### config.mk
export PLATFORM = sky130hd
export DESIGN_NAME = mem_port_arbiter
export DESIGN_NICKNAME = d
export VERILOG_FILES = /design/src/rtl/mem_arb_pkg.sv /design/src/rtl/mem_arb_fetch_buf.sv /design/src/rtl/mem_port_arbiter.sv
export SDC_FILE = /design/constraint.sdc
export NUM_CORES = 1
export LEC_CHECK = 0
export ABC_AREA = 0
export CELL_PAD_IN_SITES_DETAIL_PLACEMENT = 1
export CELL_PAD_IN_SITES_GLOBAL_PLACEMENT = 1
export CORE_MARGIN = 2
export CORE_UTILIZATION = 31
export CTS_CLUSTER_DIAMETER = 80
export CTS_CLUSTER_SIZE = 20
export DETAILED_ROUTE_END_ITERATION = 16
export PLACE_DENSITY_LB_ADDON = 0.1
export SKIP_LAST_GASP = 1
export SYNTH_ARGS = -nofsm -noshare
export SYNTH_HDL_FRONTEND = slang
export SYNTH_SLANG_ARGS = --single-unit
### constraint.sdc
create_clock -name clk -period 2.41 [get_ports clk]
set_input_delay 0.482 -clock clk [delete_from_list [all_inputs] [get_ports clk]]
set_output_delay 0.482 -clock clk [all_outputs]
set_load 0.02 [all_outputs]
### src/rtl/mem_arb_pkg.sv
// Shared types for the fetch/data memory port arbiter.
// State and owner encodings plus default widths.
package mem_arb_pkg;

  typedef enum logic {
    IDLE,
    ACCESS
  } state_e;

  typedef enum logic {
    OWN_FETCH,
    OWN_DATA
  } owner_e;

  localparam int ADDR_W_DEF = 4;
  localparam int DATA_W_DEF = 32;

endpackage

### src/rtl/mem_arb_fetch_buf.sv
// One-entry fetch buffer: {tag, data, valid} with hit, fill, invalidate.
// Only instantiated when MEM_ARB_FETCH_BUF_EN is defined.
module mem_arb_fetch_buf
  import mem_arb_pkg::*;
#(
  parameter int ADDR_W = ADDR_W_DEF,
  parameter int DATA_W = DATA_W_DEF
) (
  input  logic              clk,
  input  logic              reset,
  input  logic [ADDR_W-1:0] lookup_addr_i,
  output logic              hit_o,
  output logic [DATA_W-1:0] data_o,
  input  logic              fill_en_i,
  input  logic [ADDR_W-1:0] fill_addr_i,
  input  logic [DATA_W-1:0] fill_data_i,
  input  logic              inv_en_i,
  input  logic [ADDR_W-1:0] inv_addr_i
);

  logic [ADDR_W-1:0] tag_q;
  logic [DATA_W-1:0] data_q;
  logic              valid_q;

  assign hit_o  = valid_q && (tag_q == lookup_addr_i);
  assign data_o = data_q;

  always_ff @(posedge clk) begin
    if (reset) begin
      tag_q   <= '0;
      data_q  <= '0;
      valid_q <= 1'b0;
    end else begin
      if (fill_en_i) begin
        tag_q   <= fill_addr_i;
        data_q  <= fill_data_i;
        valid_q <= 1'b1;
      end
      // a store to the cached word makes the copy stale
      if (inv_en_i && valid_q && (inv_addr_i == tag_q))
        valid_q <= 1'b0;
    end
  end

endmodule

### src/rtl/mem_port_arbiter.sv
// Single-port memory arbiter: data port priority, fetch anti-starvation streak.
// Optional one-entry fetch buffer under MEM_ARB_FETCH_BUF_EN.
module mem_port_arbiter
  import mem_arb_pkg::*;
#(
  parameter int ADDR_W          = ADDR_W_DEF,
  parameter int DATA_W          = DATA_W_DEF,
  parameter int MAX_DATA_STREAK = 2
) (
  input  logic              clk,
  input  logic              reset,
  input  logic              if_req,
  input  logic [ADDR_W-1:0] if_addr,
  output logic              if_gnt,
  output logic              if_rvalid,
  output logic [DATA_W-1:0] if_rdata,
  input  logic              d_req,
  input  logic              d_we,
  input  logic [ADDR_W-1:0] d_addr,
  input  logic [DATA_W-1:0] d_wdata,
  output logic              d_gnt,
  output logic              d_rvalid,
  output logic [DATA_W-1:0] d_rdata,
  output logic [ADDR_W-1:0] mem_addr,
  output logic              mem_we,
  output logic [DATA_W-1:0] mem_wdata,
  input  logic [DATA_W-1:0] mem_rdata,
  output logic              busy
);

  localparam int SW = $clog2(MAX_DATA_STREAK + 1);
  localparam logic [SW-1:0] SMAX = SW'(MAX_DATA_STREAK);

  state_e            state_q;
  owner_e            owner_q;
  logic [ADDR_W-1:0] addr_q;
  logic              we_q;
  logic [DATA_W-1:0] wdata_q;
  logic [SW-1:0]     streak_q, streak_d;
  logic              if_rvalid_q, d_rvalid_q;
  logic [DATA_W-1:0] if_rdata_q, d_rdata_q;

  logic              idle;
  logic              fetch_turn;
  logic              fetch_acc;
  logic              fb_hit;
  logic [DATA_W-1:0] fb_data;

  assign idle = (state_q == IDLE) && !reset;

`ifdef MEM_ARB_FETCH_BUF_EN
  mem_arb_fetch_buf #(
    .ADDR_W(ADDR_W),
    .DATA_W(DATA_W)
  ) u_fbuf (
    .clk          (clk),
    .reset        (reset),
    .lookup_addr_i(if_addr),
    .hit_o        (fb_hit),
    .data_o       (fb_data),
    .fill_en_i    ((state_q == ACCESS) && (owner_q == OWN_FETCH)),
    .fill_addr_i  (addr_q),
    .fill_data_i  (mem_rdata),
    .inv_en_i     (d_gnt && d_we),
    .inv_addr_i   (d_addr)
  );
`else
  assign fb_hit  = 1'b0;
  assign fb_data = '0;
`endif

  // fetch wins a contested slot only once the data streak is exhausted
  assign fetch_turn = if_req && d_req && (streak_q == SMAX);

  always_comb begin
    d_gnt  = 1'b0;
    if_gnt = 1'b0;
    if (idle) begin
      if (if_req && fb_hit) begin
        if_gnt = 1'b1;
        d_gnt  = d_req;
      end else begin
        d_gnt  = d_req && !fetch_turn;
        if_gnt = if_req && (!d_req || fetch_turn);
      end
    end
  end

  assign fetch_acc = if_gnt && !fb_hit;

  always_comb begin
    streak_d = streak_q;
    if (fetch_acc)
      streak_d = '0;
    else if (d_gnt && if_req && !fb_hit)
      streak_d = streak_q + 1'b1;
  end

  always_ff @(posedge clk) begin
    if (reset) begin
      state_q     <= IDLE;
      owner_q     <= OWN_FETCH;
      addr_q      <= '0;
      we_q        <= 1'b0;
      wdata_q     <= '0;
      streak_q    <= '0;
      if_rvalid_q <= 1'b0;
      d_rvalid_q  <= 1'b0;
      if_rdata_q  <= '0;
      d_rdata_q   <= '0;
    end else begin
      if_rvalid_q <= 1'b0;
      d_rvalid_q  <= 1'b0;
      streak_q    <= streak_d;
      unique case (state_q)
        IDLE: begin
          if (d_gnt || fetch_acc) begin
            state_q <= ACCESS;
            owner_q <= d_gnt ? OWN_DATA : OWN_FETCH;
            addr_q  <= d_gnt ? d_addr : if_addr;
            we_q    <= d_gnt && d_we;
            wdata_q <= (d_gnt && d_we) ? d_wdata : '0;
          end
          if (if_gnt && fb_hit) begin
            if_rvalid_q <= 1'b1;
            if_rdata_q  <= fb_data;
          end
        end
        ACCESS: begin
          state_q <= IDLE;
          we_q    <= 1'b0;
          wdata_q <= '0;
          if (owner_q == OWN_DATA) begin
            d_rvalid_q <= 1'b1;
            d_rdata_q  <= we_q ? '0 : mem_rdata;
          end else begin
            if_rvalid_q <= 1'b1;
            if_rdata_q  <= mem_rdata;
          end
        end
        default: state_q <= IDLE;
      endcase
    end
  end

  assign if_rvalid = if_rvalid_q;
  assign if_rdata  = if_rdata_q;
  assign d_rvalid  = d_rvalid_q;
  assign d_rdata   = d_rdata_q;
  assign mem_addr  = addr_q;
  assign mem_we    = we_q;
  assign mem_wdata = wdata_q;
  assign busy      = (state_q == ACCESS);

endmodule
* Yosys cells after proc, flatten, opt, wreduce, memory -nomap -nowiden
Cells that the tools add are included.
** Word-level totals
- Flip-flop bits (word level) :: 107
- Bits in latches :: 0
- RAM bits :: 0
- Bits in read-only memories :: 0
- Output and inout port bits :: 106
- Logic and storage cells :: 49
- Memories :: 0
** Operators by class
- Add/sub/neg operators :: 1
- $mul :: 0
- Divide/modulo/power cells :: 0
- Order comparisons :: 0
- Equal/unequal tests :: 3
- Shift operators :: 0
- Muxes and demuxes :: 17
- Bitwise operators :: 1
- Reduce and logical (&&, ||, !) cells :: 17
** Operator list (number)
- 32-bit 2-to-1 mux :: 5
- 32-bit one-hot mux with 2 select lines :: 1
- 1-bit logical AND :: 7
- 1-bit 2-to-1 mux :: 7
- 1-bit one-hot mux with 2 select lines :: 3
- 2-bit AND reduction :: 3
- 4-bit 2-to-1 mux :: 1
- 2-bit OR reduction :: 2
- 1-bit zero test :: 3
- 2-bit by 1-bit adder with 2-bit output (second input constant) :: 1
- 2-bit == test (second input constant) :: 1
- 1-bit logical OR :: 2
- 2-bit by 1-bit != test with 1-bit output (second input constant) :: 1
- 2-bit != test (second input constant) :: 1
- 1-bit inverter :: 1

* Depth between registers and ports, before layout
Gate-level depths: netlist of the first run.
- Depth after elaboration :: 9
- Depth in mapped cells :: 6
- Gate-level depth less buffers :: 5

* Least setup slack after synthesis of the first run
Ideal clock, no wire load.
- Kind :: input to output
- From :: input reset
- To :: output d_gnt
- Data arrival time :: 1.445 ns
- Required time :: 1.928 ns
- Slack :: 0.483 ns
- Cell stages on the path :: 6
- Path through :: buf_6 or2_1 buf_6 or2_0 clkbuf_2 inv_1
** Between the ends
- Cells in the longest elaborated chain, start to end :: 3
** Ends and longest elaborated chain
- start: declaration :: line mem_port_arbiter.sv:11 : input logic reset,
- 1-bit zero test :: line mem_port_arbiter.sv:49 : assign idle = (state_q == IDLE) && !reset;
- 1-bit logical AND :: line mem_port_arbiter.sv:49
- 1-bit 2-to-1 mux :: line mem_port_arbiter.sv:78 : if (idle) begin
- end: declaration :: line mem_port_arbiter.sv:21 : output logic d_gnt,
No other way between the ends.

* Worst setup path after layout of the first run
- From :: input if_req
- To :: output if_gnt
** Between the ends
- Cells in the longest elaborated chain, start to end :: 5
** Ends and longest elaborated chain
- start: declaration :: line mem_port_arbiter.sv:12 : input logic if_req,
- 1-bit logical AND (2 in series) :: line mem_port_arbiter.sv:73 : assign fetch_turn = if_req && d_req && (streak_q == SMAX);
- 1-bit logical OR :: line mem_port_arbiter.sv:84 : if_gnt = if_req && (!d_req || fetch_turn);
- 1-bit logical AND * :: line mem_port_arbiter.sv:84
- 1-bit 2-to-1 mux * :: line mem_port_arbiter.sv:78
- end: declaration :: line mem_port_arbiter.sv:14 : output logic if_gnt,
Mark *: on every way between the ends. The rest lies on a longest branch, timed or not.

==> results_dict.tcl, run 1 <==
set metrics [dict create \
    outcome "finished, final reports clean" \
    fin_crit_ps 2320 \
    synth.area.top_cells "dfxtp_1 (60%), a22o_1 (16%), nand2_1 (7.2%)" \
    initial_core_util 0.315 \
    peakVddDrop_uv 297 \
    die_height_um 111 \
    holdCritStartpoint "if_rdata[1]" \
    path_delay_family "buffers and inverters" \
    num_vias 3189 \
    setup_viol 0 \
    total_power_mw 4.06 \
    cap_violations 0 \
    yosys-top-cells-count "dfxtp_1 (107), nand2_1 (68), a22o_1 (64), a21oi_1 (35), clkbuf_1 (16)" \
    syn_nets 414 \
    crit_type "primary input to primary output" \
    clk_pin_slew_ps 70 \
    grt_pass1_wl_mm 18.0 \
    cp_cell_sequence "clkdlybuf4s50_1, or3b_4, nor2b_1, dlygate4sd2_1" \
    cts_tree "yes" \
    grt_usage 0.180 \
    synth-edff-count 0 \
    core_sq_um 11300 \
    synth_cells 336 \
    syn2layout_area_growth_pct 64.2 \
    required_ps 1930 \
    antenna_found_initial 0 \
    hold_class "register to register" \
    h-tree-depth 3 \
    grt_pass1_vias 3375 \
    multiInputGateArea_sq_um 1250 \
    cts.sinks 107 \
    wirelength_mm 11.1 \
    hold_violations 0 \
    num_io_pins 183 \
    holdWs_ps 453 \
    reg2reg_depth 4 \
    cpMaxStageDelayCell "clkdlybuf4s50_1" \
    globalplace.congestion 0.723 \
    clockRootBuffer "clkbuf_16" \
    clk_path_buf_depth 2 \
    cts_hold_buf 0 \
    dr.pass1.iters 4 \
    worst_setup_path_start_kind "primary input" \
    post-route-period-util 0.964 \
    yosysMostFrequentCell "dfxtp_1" \
    diodes 0 \
    tightest_slew_ps 524 \
    p_leak_nw 2.23 \
    die_width_um 111 \
    ant_nets 0 \
    hpwl_mm 7.85 \
    nFillCells 1262 \
    ys_seq_area_frac 0.601 \
    yosysTopAreaCell "dfxtp_1" \
    clk_latency_ps 340 \
    synth_top_area_share 0.601 \
    fin_nets 593 \
    synth_area_sq_um 3560 \
    drv_slew 0 \
    arrival_ps 1840 \
    slew_headroom 0.649 \
    cts_made_buffers 9 \
    grt-ovfl-total 0 \
    ys_async_sr_fraction 0 \
    reg2reg_from "busy" \
    postSynthAreaPerCell_sq_um 10.6 \
    ff_latch_area_sq_um 2140 \
    fp-row-count 39 \
    die-area_sq_um 12400 \
    hold_depth 2 \
    cp-end-kind "primary output" \
    reg2reg_to "if_rdata[12]" \
    ys_ff_latch 107 \
    yosysWarnings 0 \
    power_density_nw_per_um2 694 \
    drc 0 \
    fin_worst_skew_ps 6.19 \
    port-buffer-count 182 \
    routedWlPerCell_um 16.7 \
    ys_types 27 \
    critical_path_buf_inv_count 2 \
    rrSetupSlack_ps 790 \
    dr.first_iter.drc_count 138 \
    holdPathEnd "if_rdata[1]" \
    finalSetupTns_ps 0 \
    rsz0062_at_grt "false" \
    via_per_inst 4.82 \
    fmax_mhz 430 \
    grt_max_degree 37 \
    critical_path.max_fanout 3 \
    critPathMaxStageDelay_ps 520 \
    drive_above_1_share 0.0713 \
    synth_flop_cell "dfxtp_1" \
]
## report_power, final
part           switching (mW)  total (mW)  internal [mW]
registers              0.0495        1.90           1.85
clock network           0.643        1.50          0.855
logic                   0.319       0.659          0.340
total                    1.01        4.06           3.05
## worst reg2reg max path, stage by stage, from the launching register on
cell	delay, ps
dfxtp_1	510
nor2b_2	540
buf_4	300
nand2_1	80
a21oi_1	120
## cell families after synthesis
logic type,Yosys count,share of synthesized area
simple gates,87,0.110
mux,4,0.0112
flops,107,0.601
compound gates,105,0.220
buf+inv,32,0.0541
fa+ha+maj,1,0.00351
## per-stage QoR
step / cell area [sq um] / setup slack [ps] / util / instances
final: 5850 / 86.7 / 0.517 / 662
after global placement: 5550 / -181 / 0.490 / 647
after CTS: 5850 / 78.4 / 0.517 / 662
after floorplan: 3560 / 483 / - / 336
after detailed placement: 5550 / -194 / 0.490 / 647
after global routing: 5850 / 41.8 / 0.517 / 662
## sequential cells by signal, indices dropped and copies added (netlist names)
name       flops
mem_we         1
d_rvalid       1
mem_addr       4
streak_q       2
if_rdata      32
busy           1
if_rvalid      1
d_rdata       32
mem_wdata     32
owner_q        1
## worst max path at each step
stage                       from     end  slack (ps)  cells past startpoint
after floorplan            reset   d_gnt         480                      6
after global placement    if_req  if_gnt        -180                      4
after detailed placement  if_req  if_gnt        -190                      4
after CTS                 if_req  if_gnt          80                      4
after global routing       d_req   d_gnt          40                      5
final                     if_req  if_gnt          90                      4
## cell type report
type | instances | share of cell area
multi-input cells | 197 | 0.214
clock inverters | 4 | 0.00855
flip-flops and latches | 107 | 0.366
clock buffers | 11 | 0.0432
repair buffers | 197 | 0.336
well taps | 143 | 0.0306
inverters | 3 | 0.00192
## metal layers
layer / wire [um] / track usage / up-vias
met5: 0 / 0 / -
met4: 136 / 0.0502 / 0
met3: 957 / 0.0700 / 12
met2: 5310 / 0.304 / 109
met1: 4670 / 0.215 / 1526
li1: - / - / 1542
## what timing repair did
| item | 4_1_cts | 5_1_grt |
|---|---|---|
| setup buffers | 0 | 0 |
| resized for setup | 2 | 0 |
| endpoints found under the setup margin | 2 | 0 |
## cell usage in the layout (no fill, tap or decap), types with 2 or more instances in the layout
cell | synthesis | final
a211oi_1 | 4 | 4
a21oi_1 | 35 | 34
a22o_1 | 64 | 64
buf_12 | 0 | 3
buf_4 | 0 | 12
clkbuf_16 | 0 | 9
clkbuf_8 | 0 | 2
clkdlybuf4s50_1 | 0 | 179
clkinvlp_4 | 0 | 2
dfxtp_1 | 107 | 107
dlygate4sd2_1 | 0 | 2
inv_1 | 3 | 3
mux2i_1 | 4 | 4
nand2_1 | 68 | 68
nor2b_2 | 0 | 2
nor3_1 | 4 | 4
nor3_4 | 1 | 2
or3_1 | 2 | 2
Note: power is estimated with default switching activity, not from simulation.
==> inputs of run 2 (changes only) <==
--- a/config.mk
+++ b/config.mk
@@ -14,6 +14,7 @@
 export CTS_CLUSTER_SIZE = 20
 export DETAILED_ROUTE_END_ITERATION = 16
 export PLACE_DENSITY_LB_ADDON = 0.1
+export SETUP_SLACK_MARGIN = 0.2
 export SKIP_LAST_GASP = 1
 export SYNTH_ARGS = -nofsm -noshare
 export SYNTH_HDL_FRONTEND = slang
==> results_dict.tcl, run 2 (synthesis results as in run 1) <==
set metrics [dict create \
    outcome "finished, final reports clean" \
    fin_nets 593 \
    cts_made_buffers 9 \
    reg2reg_to "if_rdata[12]" \
    cpMaxStageDelayCell "clkdlybuf4s50_1" \
    antenna_found_initial 0 \
    rrSetupSlack_ps 790 \
    via_per_inst 4.81 \
    wirelength_mm 11.1 \
    nFillCells 1261 \
    die_height_um 111 \
    diodes 0 \
    holdPathEnd "if_rdata[1]" \
    fin_area_sq_um 5840 \
    cp_cell_sequence "clkdlybuf4s50_1, or3b_4, nor2b_1, buf_2" \
    clk_pin_slew_ps 70 \
    ff_latch_area_sq_um 2140 \
    setup_slack_ps 258 \
    clk_latency_ps 340 \
    post-route-period-util 0.893 \
    worst_setup_path_start_kind "primary input" \
    finalSetupTns_ps 0 \
    dr.pass1.iters 4 \
    port-buffer-count 182 \
    hold_depth 2 \
    layout_common_cells "clkdlybuf4s50_1 (179), dfxtp_1 (107), nand2_1 (68), a22o_1 (64), a21oi_1 (34)" \
    power_density_nw_per_um2 695 \
    grt_pass1_vias 3375 \
    cts_tree "yes" \
    cts.sinks 107 \
    routedWlPerCell_um 16.7 \
    critical_path_buf_inv_count 2 \
    path_delay_family "buffers and inverters" \
    crit_type "primary input to primary output" \
    initial_core_util 0.315 \
    grt_usage 0.181 \
    slew_headroom 0.649 \
    multiInputGateArea_sq_um 1250 \
    hpwl_mm 7.85 \
    reg2reg_from "busy" \
    h-tree-depth 3 \
    tightest_slew_ps 524 \
    layout_commonest_cell "clkdlybuf4s50_1" \
    cp-end-kind "primary output" \
    fp-row-count 39 \
    num_vias 3183 \
    reg2reg_depth 4 \
    drive_above_1_share 0.0751 \
    rsz0062_at_grt "false" \
    required_ps 1930 \
    critPathMaxStageDelay_ps 520 \
    syn2layout_area_growth_pct 64.0 \
    fin_worst_skew_ps 6.14 \
    drc 0 \
    fin_crit_ps 2150 \
    setup_viol 0 \
    p_leak_nw 2.22 \
    num_io_pins 183 \
    drv_slew 0 \
    dr.first_iter.drc_count 144 \
    fmax_mhz 465 \
    arrival_ps 1670 \
    holdWs_ps 453 \
    clk_path_buf_depth 2 \
    dpl_cell_area_sq_um 5550 \
    holdCritStartpoint "if_rdata[1]" \
    ant_nets 0 \
    grt-ovfl-total 0 \
    cts_hold_buf 0 \
    grt_pass1_wl_mm 18.1 \
    hold_violations 0 \
    die-area_sq_um 12400 \
    die_width_um 111 \
    grt_max_degree 37 \
    globalplace.congestion 0.723 \
    core_sq_um 11300 \
    clockRootBuffer "clkbuf_16" \
    preCtsSetupSlack_ps -194 \
    hold_class "register to register" \
    critical_path.max_fanout 3 \
    cap_violations 0 \
    peakVddDrop_uv 297 \
]
[run 2: stage by stage]
stage,std cells,util,total power [mW]
6_report,662,0.516,4.06
4_1_cts,662,0.516,4.12
5_1_grt,662,0.516,4.25
2_1_floorplan,336,-,2.23
3_5_place_dp,647,0.490,2.62
3_3_place_gp,647,0.490,2.60
[run 2: power by group]
group	internal, mW	total [mW]	leakage (nW)	switching [mW]
Clock	0.855	1.50	0.144	0.643
Combinational	0.340	0.659	1.21	0.319
Sequential	1.85	1.90	0.871	0.0496
Total	3.05	4.06	2.22	1.01
[run 2: timing repair]
item,4_1_cts,5_1_grt
resized for setup,8,0
buffers inserted,0,0
setup endpoints to repair,2,0
[run 2: tightest hold or removal path, cell delays in order, from the launching register on]
cell and delay [ps]:
dfxtp_1 310, nand2_1 50, a21oi_1 50
[run 2: worst max-delay path by stage]
stage	from	endpoint	slack [ps]	cells past startpoint
after floorplan	reset	d_gnt	480	6
after global placement	if_req	if_gnt	-180	4
after detailed placement	if_req	if_gnt	-190	4
after CTS	if_req	if_gnt	250	4
after global routing	d_req	d_gnt	210	5
final	if_req	if_gnt	260	4
[run 2: metal layers]
metal / vias to the layer above / wire length, um / global-route usage
li1: 1541 / - / -
met1: 1521 / 4700 / 0.215
met2: 109 / 5300 / 0.304
met3: 12 / 949 / 0.0700
met4: 0 / 136 / 0.0502
met5: - / 0 / 0
[run 2: layout make-up]
| type | count | area share |
|---|---|---|
| repair buffers | 197 | 0.335 |
| clock buffers | 11 | 0.0432 |
| multi-input cells | 197 | 0.214 |
| inverters | 3 | 0.00193 |
| clock inverters | 4 | 0.00856 |
| flip-flops and latches | 107 | 0.367 |
| well taps | 143 | 0.0306 |
